===== config.mk =====
export PLATFORM = sky130hd
export DESIGN_NAME = msg_comm_rx
export DESIGN_NICKNAME = d
export VERILOG_FILES = /design/src/rtl/msg_comm_rx.sv
export SDC_FILE = /design/constraint.sdc
export NUM_CORES = 1
export LEC_CHECK = 0
export ABC_AREA = 1
export CELL_PAD_IN_SITES_DETAIL_PLACEMENT = 1
export CELL_PAD_IN_SITES_GLOBAL_PLACEMENT = 2
export CORE_ASPECT_RATIO = 0.8
export CORE_MARGIN = 1
export CORE_UTILIZATION = 38
export CTS_CLUSTER_DIAMETER = 200
export DETAILED_ROUTE_END_ITERATION = 8
export PLACE_DENSITY_LB_ADDON = 0.25
export RECOVER_POWER = 100
export SYNTH_ARGS = -nofsm -noshare
export SYNTH_HDL_FRONTEND = slang
export SYNTH_SLANG_ARGS = --single-unit

===== constraint.sdc =====
create_clock -name clk_sys_i -period 2.6 [get_ports clk_sys_i]
set_input_delay 0.39 -clock clk_sys_i [delete_from_list [all_inputs] [get_ports clk_sys_i]]
set_output_delay 0.39 -clock clk_sys_i [all_outputs]
set_load 0.01 [all_outputs]

===== src/rtl/msg_comm_rx.sv =====
// msg_comm_rx -- serial message frame receiver.
//
// Receives frames of N payload bytes followed by one CRC-8 byte. The bits
// arrive MSB first while the frame strobe is high. Payload bytes are emitted
// with a one-byte lag, so the final byte of a frame is never emitted and is
// compared against the running CRC instead.
//
// Ports:
//   clk_sys_i          single clock; link launched on fall, sampled on rise
//   rst_n_i            asynchronous active-low reset
//   msg_rx_fsx_i       frame strobe, high for the whole frame
//   msg_rx_i           serial data, MSB of each byte first
//   msg_rx_data_o      received payload byte
//   msg_rx_data_vld_o  one-cycle strobe qualifying msg_rx_data_o
//   msg_rx_byte_num_o  payload byte count of the last completed frame
//   msg_rx_done_o      one-cycle end-of-frame strobe
//   msg_rx_crc_err_o   CRC mismatch flag for the last frame
//   msg_rx_frame_err_o framing / overflow flag for the last frame
module msg_comm_rx #(
  parameter logic [15:0] MAX_BYTE_NUM = 16'd1024,
  parameter logic [7:0]  CRC_INIT     = 8'hFF
) (
  input  logic        clk_sys_i,
  input  logic        rst_n_i,
  input  logic        msg_rx_fsx_i,
  input  logic        msg_rx_i,
  output logic [7:0]  msg_rx_data_o,
  output logic        msg_rx_data_vld_o,
  output logic [15:0] msg_rx_byte_num_o,
  output logic        msg_rx_done_o,
  output logic        msg_rx_crc_err_o,
  output logic        msg_rx_frame_err_o
);

  typedef enum logic [1:0] {
    IDLE  = 2'd0,
    RECV  = 2'd1,
    CHECK = 2'd2
  } state_t;

  state_t      state, state_nxt;
  logic        armed;      // FSX has been sampled low since reset
  logic [6:0]  shift;      // the 8th bit completes the byte straight into hold
  logic [7:0]  shift_nxt;
  logic [2:0]  bit_cnt;
  logic [7:0]  hold;
  logic        hold_vld;
  logic [7:0]  crc;
  logic [15:0] byte_cnt;
  logic        ovf;
  logic        start, take, byte_end, frame_err;

  // CRC-8, poly x^8+x^2+x+1, MSB first, one whole byte per call
  function automatic logic [7:0] crc8_upd(input logic [7:0] c, input logic [7:0] d);
    logic [7:0] r;
    r = c ^ d;
    for (int i = 0; i < 8; i++)
      r = r[7] ? ((r << 1) ^ 8'h07) : (r << 1);
    return r;
  endfunction

  assign shift_nxt = {shift, msg_rx_i};
  // after reset with FSX already high, wait for a low sample before starting
  assign start     = (state == IDLE) && msg_rx_fsx_i && armed;
  assign take      = (state == RECV) && msg_rx_fsx_i;
  assign byte_end  = take && (bit_cnt == 3'd7);
  assign frame_err = (bit_cnt != 3'd0) || !hold_vld || ovf;

  always_ff @(posedge clk_sys_i or negedge rst_n_i) begin
    if (!rst_n_i) state <= IDLE;
    else          state <= state_nxt;
  end

  always_comb begin
    state_nxt = IDLE;
    case (state)
      IDLE:    state_nxt = start ? RECV : IDLE;
      RECV:    state_nxt = msg_rx_fsx_i ? RECV : CHECK;
      CHECK:   state_nxt = IDLE;
      default: state_nxt = IDLE;
    endcase
  end

  always_ff @(posedge clk_sys_i or negedge rst_n_i) begin
    if (!rst_n_i) begin
      armed              <= 1'b0;
      shift              <= '0;
      bit_cnt            <= '0;
      hold               <= '0;
      hold_vld           <= 1'b0;
      crc                <= CRC_INIT;
      byte_cnt           <= '0;
      ovf                <= 1'b0;
      msg_rx_data_o      <= '0;
      msg_rx_data_vld_o  <= 1'b0;
      msg_rx_byte_num_o  <= '0;
      msg_rx_done_o      <= 1'b0;
      msg_rx_crc_err_o   <= 1'b0;
      msg_rx_frame_err_o <= 1'b0;
    end else begin
      msg_rx_data_vld_o <= 1'b0;
      msg_rx_done_o     <= 1'b0;
      if (!msg_rx_fsx_i) armed <= 1'b1;

      if (start) begin
        // this sample is bit 7 of byte 0
        shift    <= shift_nxt[6:0];
        bit_cnt  <= 3'd1;
        hold_vld <= 1'b0;
        crc      <= CRC_INIT;
        byte_cnt <= '0;
        ovf      <= 1'b0;
      end else if (take) begin
        shift   <= shift_nxt[6:0];
        bit_cnt <= bit_cnt + 3'd1;
        if (byte_end) begin
          hold     <= shift_nxt;
          hold_vld <= 1'b1;
          // a newer byte arrived, so the held one is payload, not CRC
          if (hold_vld) begin
            if (byte_cnt < MAX_BYTE_NUM) begin
              msg_rx_data_o     <= hold;
              msg_rx_data_vld_o <= 1'b1;
              crc               <= crc8_upd(crc, hold);
              byte_cnt          <= byte_cnt + 16'd1;
            end else begin
              ovf <= 1'b1;
            end
          end
        end
      end

      if (state == CHECK) begin
        msg_rx_done_o      <= 1'b1;
        msg_rx_byte_num_o  <= byte_cnt;
        msg_rx_frame_err_o <= frame_err;
        msg_rx_crc_err_o   <= !frame_err && (hold != crc);
      end
    end
  end

endmodule


==> summary.txt <==
Logic synthesis
  • Yosys warnings: 0
  • Synth top area cells: dfrtp_1 49%, nand2_1 12%, dfstp_2 6.1%
  • Syn_nets: 389
  • Synth async-reset ratio: between 90% and 100%
  • Largest area contributor in the netlist: dfrtp_1
  • Dominant synthesized flop cell: dfrtp_1
  • Post-synth EDFFs: 0
  • Synth top area share: slightly below 50%
  • Mean Syn Cell Area: a little over 9 sq um
  • Gate Count Post-Synth: 378
  • Mapped Area: 0.00345 sq mm
  • Yosys cell types: 33
  • Sequential share of the synthesized area: a little over half
  • Flops & latches, synth: 75

Clocking
  • Quantity of gates resized following cts: 0
  • Cts bufs inserted: 9
  • Hold-fix buffers, CTS: 0
  • Clock Latency Late Sink: approximately 330 ps
  • Setup Buffers After CTS: 0
  • Clk sinks: 75
  • Clock Path Buffers: 2
  • H-tree depth: 3
  • Clk root buf: clkbuf_16
  • CTS tree: built
  • Clock slew at reported path FFs: ~60 ps

Worst setup path
  • Crit path kind: primary input to register
  • CP max-delay cell: dlygate4sd3_1
  • CP most frequent cell: inv_1
  • Slowest stage delay, CP: slightly below 600 ps
  • CP Max Fanout: 13
  • CP endpoint kind: register
  • CP Launch Type: primary input
  • Cell-by-cell trace of the critical path: dlygate4sd3_1 > nand4_1 > inv_1 > nor2_1 > inv_1 > nand2_1 > o21ai_0
  • R2R cell count: 7
  • Critical Path RT: ~2800 ps
  • Worst EP arrival: approximately 2300 ps

Floorplan
  • Die ar.: 0.00947 sq mm
  • Ports: 32
  • Die Span Y: 87.2 um
  • Row count: 30
  • Starting Density: 40.0%
  • Total core area: approximately 0.0086 sq mm
  • Die span in x: 109 um

STA
  • Final worst slack: just under 500 ps
  • Minimum clock period: 2120 ps
  • Tcrit/Tclk final: between 80% and 90%
  • Worst Clk Skew: about 5.6 ps
  • Pins Over Slew Limit: 0
  • Fin. Hold Viols: 0
  • Fin Hold WS: ~310 ps
  • Worst rel slew slack: about 18%
  • Setup violators final: 0
  • RSZ-0062 raised after global routing: no
  • Setup tns final: 0 ps
  • Worst-margin pin slew: 1230 ps
  • Fmax: 472 MHz

Placement
  • IO buf count: 31
  • Worst slack at placement: between 150 and 200 ps
  • Dpl hpwl: ~5200 um
  • Routability cong.: ~0.76

Drt
  • Drt initial violations: 60
  • DRC Markers: 0
  • Post-route ant nets: 0
  • Routed via count: 2513
  • Routed WL per cell: 14.1 um
  • Routed wire length: between 7000 and 8000 um
  • Via-to-Cell Ratio: roughly 4.8
  • DR pass1 iterations: 6

Cells and area
  • Antenna diodes: 0
  • Area delta synth->final: 17.6%
  • Share of layout cells above drive strength 1: ~7.7%
  • Nets: ~420

Global routing
  • First-pass GRT wire length: about 13000 um
  • Congestion Overflow GR: 0
  • Number of global-route vias before repair: between 2000 and 3000
  • Largest net degree at the start of global routing: 48
  • Initial antenna violation count: 0
  • Gr usage total: between 10% and 20%

Power and ir drop
  • Worst vdd ir: about 0.48 mV
  • Leak pwr: 1.99 nW
  • Tot Pwr: between 0.003 and 0.004 W
  • PwrDens: approximately 780 mW/mm^2

Job
  • Max-capacitance violation count: 0

Status
  • Status: finished clean

Min path
  • Worst Hold Class: primary input to async pin
synthesized netlist by cell type (2+ instances only):
library cell / n
dfrtp_1: 67
xnor2_1: 5
nor2_1: 22
clkbuf_1: 4
xor2_1: 7
nand2_1: 109
nand2_8: 2
nor3_1: 3
o22ai_2: 3
nand3_1: 17
a21oi_1: 7
buf_6: 3
dfstp_2: 8
o21ai_0: 38
ha_1: 7
inv_1: 51
o21ai_2: 5
nand4_1: 3
o21ai_1: 3
routing by layer:
layer  wire length (um)  share of wire (%)  global-route usage, %
met3                163                2.2                   5.16
met5                  0                  0                      0
met1               3960                 53                   24.9
met2               3310                 44                   27.4
met4                 54               0.72                   5.53
cell usage in the layout (no fill, tap or decap), types with 2 or more instances in the layout:
cell           count
nand2_1          109
nand3_1           18
clkbuf_2           2
xnor2_1            5
nand2_8            2
xor2_1             7
dfstp_2            8
o22ai_1            4
nand4_1            3
nor2_1            22
dfrtp_1           67
dlygate4sd3_1     29
o21ai_0           45
clkbuf_16          9
nor3_1             4
ha_1               7
a21oi_1            7
inv_1             51
clkbuf_1           2
cell families after synthesis:
family,after synthesis,synth area share [%]
AND/OR/NAND/NOR,164,21.4
flip-flops,75,54.7
buffers and inverters,61,7.91
AO/OA/AOI/OAI,59,10.4
XOR/XNOR,12,3.05
adder cells (fa/ha/maj),7,2.54
critical path: cells and delay by family:
family / cells / cell delay [ps]
AND/OR/NAND/NOR: 3 / 860
buffers and inverters: 3 / 990
AO/OA/AOI/OAI: 1 / 70
where the power goes:
| group | internal, W | switching (W) |
|---|---|---|
| Sequential | 0.00129 | 0.0000810 |
| Clock | 0.000770 | 0.000467 |
| Combinational | 0.000179 | 0.000374 |
| Total | 0.00224 | 0.000921 |
sequential cells by signal, summed over array words and instances, names as in the netlist, 2 cells and up:
name,count
bit_cnt,3
msg_rx_data_o,8
crc,8
shift,7
hold,8
msg_rx_byte_num_o,16
byte_cnt,16
state,2
path summary, 6_finish.rpt:
check | from | slack, ps | end
setup / recovery | msg_rx_fsx_i | 480 | bit_cnt[0]
hold / removal | rst_n_i | 310 | msg_rx_byte_num_o[5]
setup reg to reg | state[0] | 730 | bit_cnt[0]
hold reg to reg | state[1] | 430 | state[1]
max in group asynchronous | rst_n_i | 940 | bit_cnt[1]
min in group clk_sys_i | state[1] | 430 | state[1]
cell type report:
class,count,area [sq um]
Multi-Input combinational cell,242,1220
Sequential cell,75,1890
Clock buffer,12,246
Inverter,51,191
Timing Repair Buffer,33,318
Fill cell,1024,4580
Clock inverter,4,51.3
Tap cell,112,140
metrics by stage:
step,cell area (sq um),std cells,util [%]
finish,4060,529,47.0
global route,4060,529,47.0
CTS,4140,529,48.0
detailed placement,3840,513,44.5
global placement,3840,513,44.5
floorplan,3450,378,-
No activity file was read; power rests on OpenSTA's default activity.
